File: config.mk
export PLATFORM = sky130hd
export DESIGN_NAME = axis_nibble_unpacker
export DESIGN_NICKNAME = d
export VERILOG_FILES = /design/src/rtl/axis_nibble_pkg.sv /design/src/rtl/nibble_shift_buf.sv /design/src/rtl/axis_nibble_unpacker.sv
export SDC_FILE = /design/constraint.sdc
export NUM_CORES = 1
export LEC_CHECK = 0
export BUFFER_PORTS_ARGS = -buffer_cell sky130_fd_sc_hd__buf_2
export CAP_MARGIN = 0
export CORE_UTILIZATION = 60
export DETAILED_ROUTE_END_ITERATION = 10
export GPL_TIMING_DRIVEN = 0
export PLACE_DENSITY_LB_ADDON = 0.25
export SYNTH_ARGS = -nofsm -noshare
export SYNTH_HDL_FRONTEND = slang
export SYNTH_SLANG_ARGS = --single-unit
File: constraint.sdc
create_clock -name clk -period 6.4 [get_ports clk]
set_input_delay 1.28 -clock clk [delete_from_list [all_inputs] [get_ports clk]]
set_output_delay 1.28 -clock clk [all_outputs]
set_load 0.03 [all_outputs]
File: src/rtl/axis_nibble_pkg.sv
// Shared types and nibble/keep helpers for the AXI-Stream nibble unpacker.
package axis_nibble_pkg;

    typedef enum logic [1:0] {IDLE, RUN, FLUSH} state_t;

    localparam int unsigned NIBBLE_W = 4;
    localparam int unsigned NW       = 4;
    localparam int unsigned BUF_NIB  = 8;

    // Bit-count keep to nibble count; keep[1:0] ignored, values above 16 clamp to 4.
    function automatic logic [2:0] keep_to_nib(input logic [7:0] keep);
        if (keep >= 8'd16)
            return 3'd4;
        return {1'b0, keep[3:2]};
    endfunction

    function automatic logic [7:0] nib_to_keep(input logic [2:0] n);
        return {3'b000, n, 2'b00};
    endfunction

    function automatic logic [15:0] nib_mask(input logic [2:0] n);
        case (n)
            3'd0:    return 16'h0000;
            3'd1:    return 16'h000F;
            3'd2:    return 16'h00FF;
            3'd3:    return 16'h0FFF;
            default: return 16'hFFFF;
        endcase
    endfunction

endpackage

File: src/rtl/nibble_shift_buf.sv
// 8-nibble LSB-first buffer with a count; shift-out is applied before append.
module nibble_shift_buf
    import axis_nibble_pkg::*;
(
    input  logic        clk,
    input  logic        areset,
    input  logic [2:0]  shift_n,
    input  logic        append_en,
    input  logic [2:0]  append_n,
    input  logic [15:0] append_data,
    output logic [31:0] nib_buf,
    output logic [3:0]  count
);

    logic [31:0] buf_q, buf_d, shifted, ins;
    logic [3:0]  count_q, count_d, cnt_s;

    always_comb begin
        shifted = buf_q >> {shift_n, 2'b00};
        cnt_s   = count_q - {1'b0, shift_n};
        ins     = {16'h0000, append_data & nib_mask(append_n)} << {cnt_s, 2'b00};
        buf_d   = shifted;
        count_d = cnt_s;
        if (append_en) begin
            buf_d   = shifted | ins;
            count_d = cnt_s + {1'b0, append_n};
        end
    end

    always_ff @(posedge clk) begin
        if (areset) begin
            buf_q   <= '0;
            count_q <= '0;
        end else begin
            buf_q   <= buf_d;
            count_q <= count_d;
        end
    end

    assign nib_buf = buf_q;
    assign count   = count_q;

endmodule

File: src/rtl/axis_nibble_unpacker.sv
// AXI-Stream width-down unpacker: packed 16-bit words to 1..4 nibble beats.
// Optional sticky keep-error flag when AXIS_UNPACK_ERR_EN is defined.
module axis_nibble_unpacker #(
    parameter int unsigned DATA_WIDTH = 16
) (
    input  logic                  clk,
    input  logic                  areset,
    input  logic [2:0]            cfg_nibbles,
    input  logic [DATA_WIDTH-1:0] s_axis_tdata,
    input  logic                  s_axis_tvalid,
    output logic                  s_axis_tready,
    input  logic                  s_axis_tlast,
    input  logic [7:0]            s_axis_tkeep,
    output logic [DATA_WIDTH-1:0] m_axis_tdata,
    output logic                  m_axis_tvalid,
    input  logic                  m_axis_tready,
    output logic                  m_axis_tlast,
    output logic [7:0]            m_axis_tkeep
`ifdef AXIS_UNPACK_ERR_EN
    ,
    output logic                  err_tkeep
`endif
);
    import axis_nibble_pkg::*;

    state_t      state_q, state_d;
    logic [2:0]  cfg_q, cfg_in;
    logic        tready_q;
    logic [31:0] nib_buf;
    logic [3:0]  count, count_d;
    logic [2:0]  out_n, in_n, shift_n;
    logic        s_accept, m_fire, last_beat;

    always_comb begin
        cfg_in        = (cfg_nibbles == 3'd0 || cfg_nibbles > 3'd4) ? 3'd4 : cfg_nibbles;
        out_n         = (count < {1'b0, cfg_q}) ? count[2:0] : cfg_q;
        in_n          = keep_to_nib(s_axis_tkeep);
        s_accept      = s_axis_tvalid && tready_q;
        m_axis_tvalid = (state_q == RUN && count >= {1'b0, cfg_q}) || (state_q == FLUSH);
        last_beat     = (state_q == FLUSH) && (count <= {1'b0, cfg_q});
        m_fire        = m_axis_tvalid && m_axis_tready;
        shift_n       = m_fire ? out_n : 3'd0;
        count_d       = count - {1'b0, shift_n} + (s_accept ? {1'b0, in_n} : 4'd0);
        m_axis_tdata  = nib_buf[DATA_WIDTH-1:0] & nib_mask(out_n);
        m_axis_tkeep  = nib_to_keep(out_n);
        m_axis_tlast  = last_beat;
        s_axis_tready = tready_q;
    end

    always_comb begin
        state_d = state_q;
        case (state_q)
            IDLE:    if (s_accept) state_d = s_axis_tlast ? FLUSH : RUN;
            RUN:     if (s_accept && s_axis_tlast) state_d = FLUSH;
            FLUSH:   if (m_fire && last_beat) state_d = IDLE;
            default: state_d = IDLE;
        endcase
    end

    // Ready is registered from next-state values, so it never depends on m_axis_tready combinationally.
    always_ff @(posedge clk) begin
        if (areset) begin
            state_q  <= IDLE;
            cfg_q    <= 3'd4;
            tready_q <= 1'b0;
        end else begin
            state_q  <= state_d;
            tready_q <= (state_d != FLUSH) && (count_d <= 4'd4);
            if (state_q == IDLE && s_accept)
                cfg_q <= cfg_in;
        end
    end

`ifdef AXIS_UNPACK_ERR_EN
    always_ff @(posedge clk) begin
        if (areset)
            err_tkeep <= 1'b0;
        else if (s_accept && (s_axis_tkeep[1:0] != 2'b00 || s_axis_tkeep > 8'd16 ||
                              (!s_axis_tlast && s_axis_tkeep != 8'd16)))
            err_tkeep <= 1'b1;
    end
`endif

    nibble_shift_buf u_buf (
        .clk         (clk),
        .areset      (areset),
        .shift_n     (shift_n),
        .append_en   (s_accept),
        .append_n    (in_n),
        .append_data (s_axis_tdata[15:0]),
        .nib_buf     (nib_buf),
        .count       (count)
    );

endmodule

==> impl_metrics.tcl <==
set metrics [dict create \
    outcome "finished, final reports clean" \
    layout-drive-gt1-share 0.2074 \
    worst-setup-path-type "reg2reg" \
    ys_types 70 \
    synth_warnings 0 \
    drtAntennaViolNets 0 \
    ios 59 \
    cts_setup_buffers 0 \
    max_slew.worst_pin.slew_ns 0.9028 \
    rows 28 \
    path_cells "inv_1, ha_1, a211o_4, nor2_4, mux2_4, inv_2, buf_2, ha_1, inv_1, fa_1, xnor2_2, inv_2, nor4b_4, clkbuf_1, a31oi_1, a221oi_1" \
    period_share 0.7792 \
    timing.fmax_mhz 200.5 \
    r2r.worst_path.cells 16 \
    hpwl_um 8990 \
    end_kind "register" \
    clk_latency_ns 0.30 \
    ys.flop_type "dfxtp_1" \
    synthArstFlopShare 0 \
    first_pass_iters 6 \
    maxCapViolations 0 \
    worst-path-stages 16 \
    reg2reg_setup_slack_ns 1.41 \
    path_delay_family "buffers and inverters" \
    fin_setup_tns_ns 0 \
    worst_slack_ns 1.413 \
    grt_max_degree 13 \
    finClkSkew_ns 0.006784 \
    antenna_cells 0 \
    netlist_area_um2 3802 \
    required_ns 6.57 \
    die_w_um 81.61 \
    fillCellCount 537 \
    place_ws_ns 1.395 \
    postSynthCellCount 477 \
    fin_nets 587 \
    slew_headroom 0.3959 \
    cts_buffers 5 \
    yosysSeqAreaShare 0.2211 \
    whs_path_depth 1 \
    dieArea_um2 6659 \
    critPathMaxStageDelay_ns 0.56 \
    htree_levels 2 \
    die_h_um 81.61 \
    period_needed_ns 4.987 \
    rsz0062_at_grt "false" \
    drc 0 \
    cellPowerDensity_nw_per_um2 279.0 \
    finalPower_w 0.001188 \
    first_iter_violations 545 \
    crit_path_max_fanout 10 \
    vias 4084 \
    globalRouteOverflowTotal 0 \
    worst-path-buf-inv 6 \
    ys_seq_elements 42 \
    io_buffers 51 \
    coreArea_um2 6026 \
    cts.sinks 42 \
    cts_root_buf "clkbuf_8" \
    r2r-start "cfg_q[2]" \
    worst_setup_path_start_kind "register" \
    finalWirelength_um 11700 \
    crit_end "u_buf.nib_buf[2]" \
    final_cell_area_um2 4258 \
    synth_edf_count 0 \
    cts_hold_buf 0 \
    start_util 0.6310 \
    cts_resized 0 \
    dpl_cell_area_um2 4167 \
    tritoncts "yes" \
    syn_to_final_growth_pct 11.98 \
    hold_viol 0 \
    path_clk_slew_ns 0.07 \
    crit_start "cfg_q[2]" \
    syn_area_per_cell_um2 7.971 \
    final_util 0.7066 \
    antenna_found_initial 0 \
    min_path_type "reg2reg" \
    grt.total_usage 0.3693 \
    grt_first_pass_wirelength_um 18530 \
    vias_per_cell 6.641 \
    wl_per_cell_um 19.03 \
    cp_slowest_cell "nor4b_4" \
    setup_viol 0 \
    power_leakage_nw 1.859 \
    grt_pass1_vias 3637 \
    worstPathArrival_ns 5.15 \
    ctsLongestPathBuffers 2 \
    reg2reg_to "u_buf.nib_buf[2]" \
    place.gp.congestion 0.9674 \
    max-vdd-ir-drop_v 0.0002131 \
    finalMaxSlewViolations 0 \
]
==> per-layer routing <==
layer | track usage | vias up | wire length, µm
met5 | 0 | - | 0
li1 | - | 1891 | -
met3 | 0.06889 | 48 | 1323
met4 | 0.1175 | 0 | 361
met1 | 0.4973 | 1860 | 4923
met2 | 0.5933 | 285 | 5093
==> how the worst min path moves through the flow <==
stage                  start        to  slack (ns)
CTS                 cfg_q[2]  cfg_q[2]        0.50
floorplan           cfg_q[2]  cfg_q[2]        0.45
global route        cfg_q[2]  cfg_q[2]        0.53
detailed placement  cfg_q[2]  cfg_q[2]        0.49
global placement    cfg_q[2]  cfg_q[2]        0.49
finish              cfg_q[2]  cfg_q[2]        0.50
==> synth_stat cells (4+ instances only) <==
master,instances,area [µm²]
dfxtp_1,42,840.8
nor2_1,43,161.4
o32ai_1,4,35.03
nor3_1,7,35.03
inv_2,5,18.77
a22oi_1,9,67.56
nand2b_1,11,68.82
o21ai_0,14,70.07
buf_4,7,52.55
mux2_2,12,135.1
and3_1,14,87.58
nor2b_1,11,68.82
o2bb2ai_1,4,35.03
nor3b_1,5,37.54
o22a_1,4,35.03
nand4_1,6,37.54
ha_1,13,162.7
and2_1,8,50.05
nand3_1,16,80.08
a2111oi_0,4,35.03
a31oi_1,17,106.4
a211oi_1,4,30.03
nand2_1,40,150.1
a21o_1,6,45.04
inv_1,17,63.81
a21oi_1,26,130.1
a32oi_1,14,122.6
clkbuf_1,16,60.06
mux2i_1,28,280.3
buf_2,7,35.03
==> worst reg2reg max path: stages (launching register included) <==
cell	delay, ns
dfxtp_1	0.35
inv_1	0.08
ha_1	0.39
a211o_4	0.41
nor2_4	0.15
mux2_4	0.36
inv_2	0.11
buf_2	0.25
ha_1	0.21
inv_1	0.05
fa_1	0.40
xnor2_2	0.42
inv_2	0.18
nor4b_4	0.56
clkbuf_1	0.39
a31oi_1	0.14
a221oi_1	0.40
==> flip-flops by register name, summed over array words and instances, names as in the netlist <==
register       count
u_buf.count        4
cfg_q              3
u_buf.nib_buf     32
s_axis_tready      1
state_q            2
==> placed cells by master, fill, tap and decap left out, types with 16 or more instances in the layout <==
cell type	instances
buf_2	58
nor2_1	43
dfxtp_1	42
nand2_1	40
mux2i_1	28
a21oi_1	26
inv_1	17
clkbuf_1	17
a31oi_1	17
nand3_1	16
==> power by group <==
part | switching [W] | leakage, nW | internal [W] | total, W
registers | 0.0000399 | 0.341 | 0.000302 | 0.000342
logic | 0.000433 | 1.47 | 0.000233 | 0.000666
clock network | 0.0000923 | 0.0482 | 0.0000871 | 0.000179
total | 0.000565 | 1.86 | 0.000623 | 0.00119
==> kinds of logic (layout without fill, tap and decap cells) <==
logic type | Yosys count | after routing | synth area share
other | 1 | 5 | 0.0009862
flip-flops | 42 | 42 | 0.2211
buffers and inverters | 56 | 115 | 0.07140
multiplexers | 41 | 41 | 0.1132
XOR/XNOR | 6 | 6 | 0.01777
adder cells (fa/ha/maj) | 16 | 16 | 0.05857
AO/OA/AOI/OAI | 136 | 136 | 0.2665
AND/OR/NAND/NOR | 179 | 179 | 0.2504
==> metrics by stage <==
step	hold WS [ns]	cells
2_1_floorplan	0.4549	481
3_3_place_gp	0.4862	607
3_5_place_dp	0.4879	607
4_1_cts	0.5044	615
5_1_grt	0.5324	615
6_report	0.4979	615
==> cell type report <==
cell class              count  area, µm²  area share
inverters                  22      82.58     0.01939
repair buffers             51      255.2     0.05995
flip-flops and latches     42      840.8      0.1975
clock inverters             1      5.005    0.001175
plain buffers              34      188.9     0.04437
well taps                  75      93.84     0.02204
multi-input cells         383       2705      0.6353
clock buffers               7      86.33     0.02028
Power figures use the tool's default switching activity.
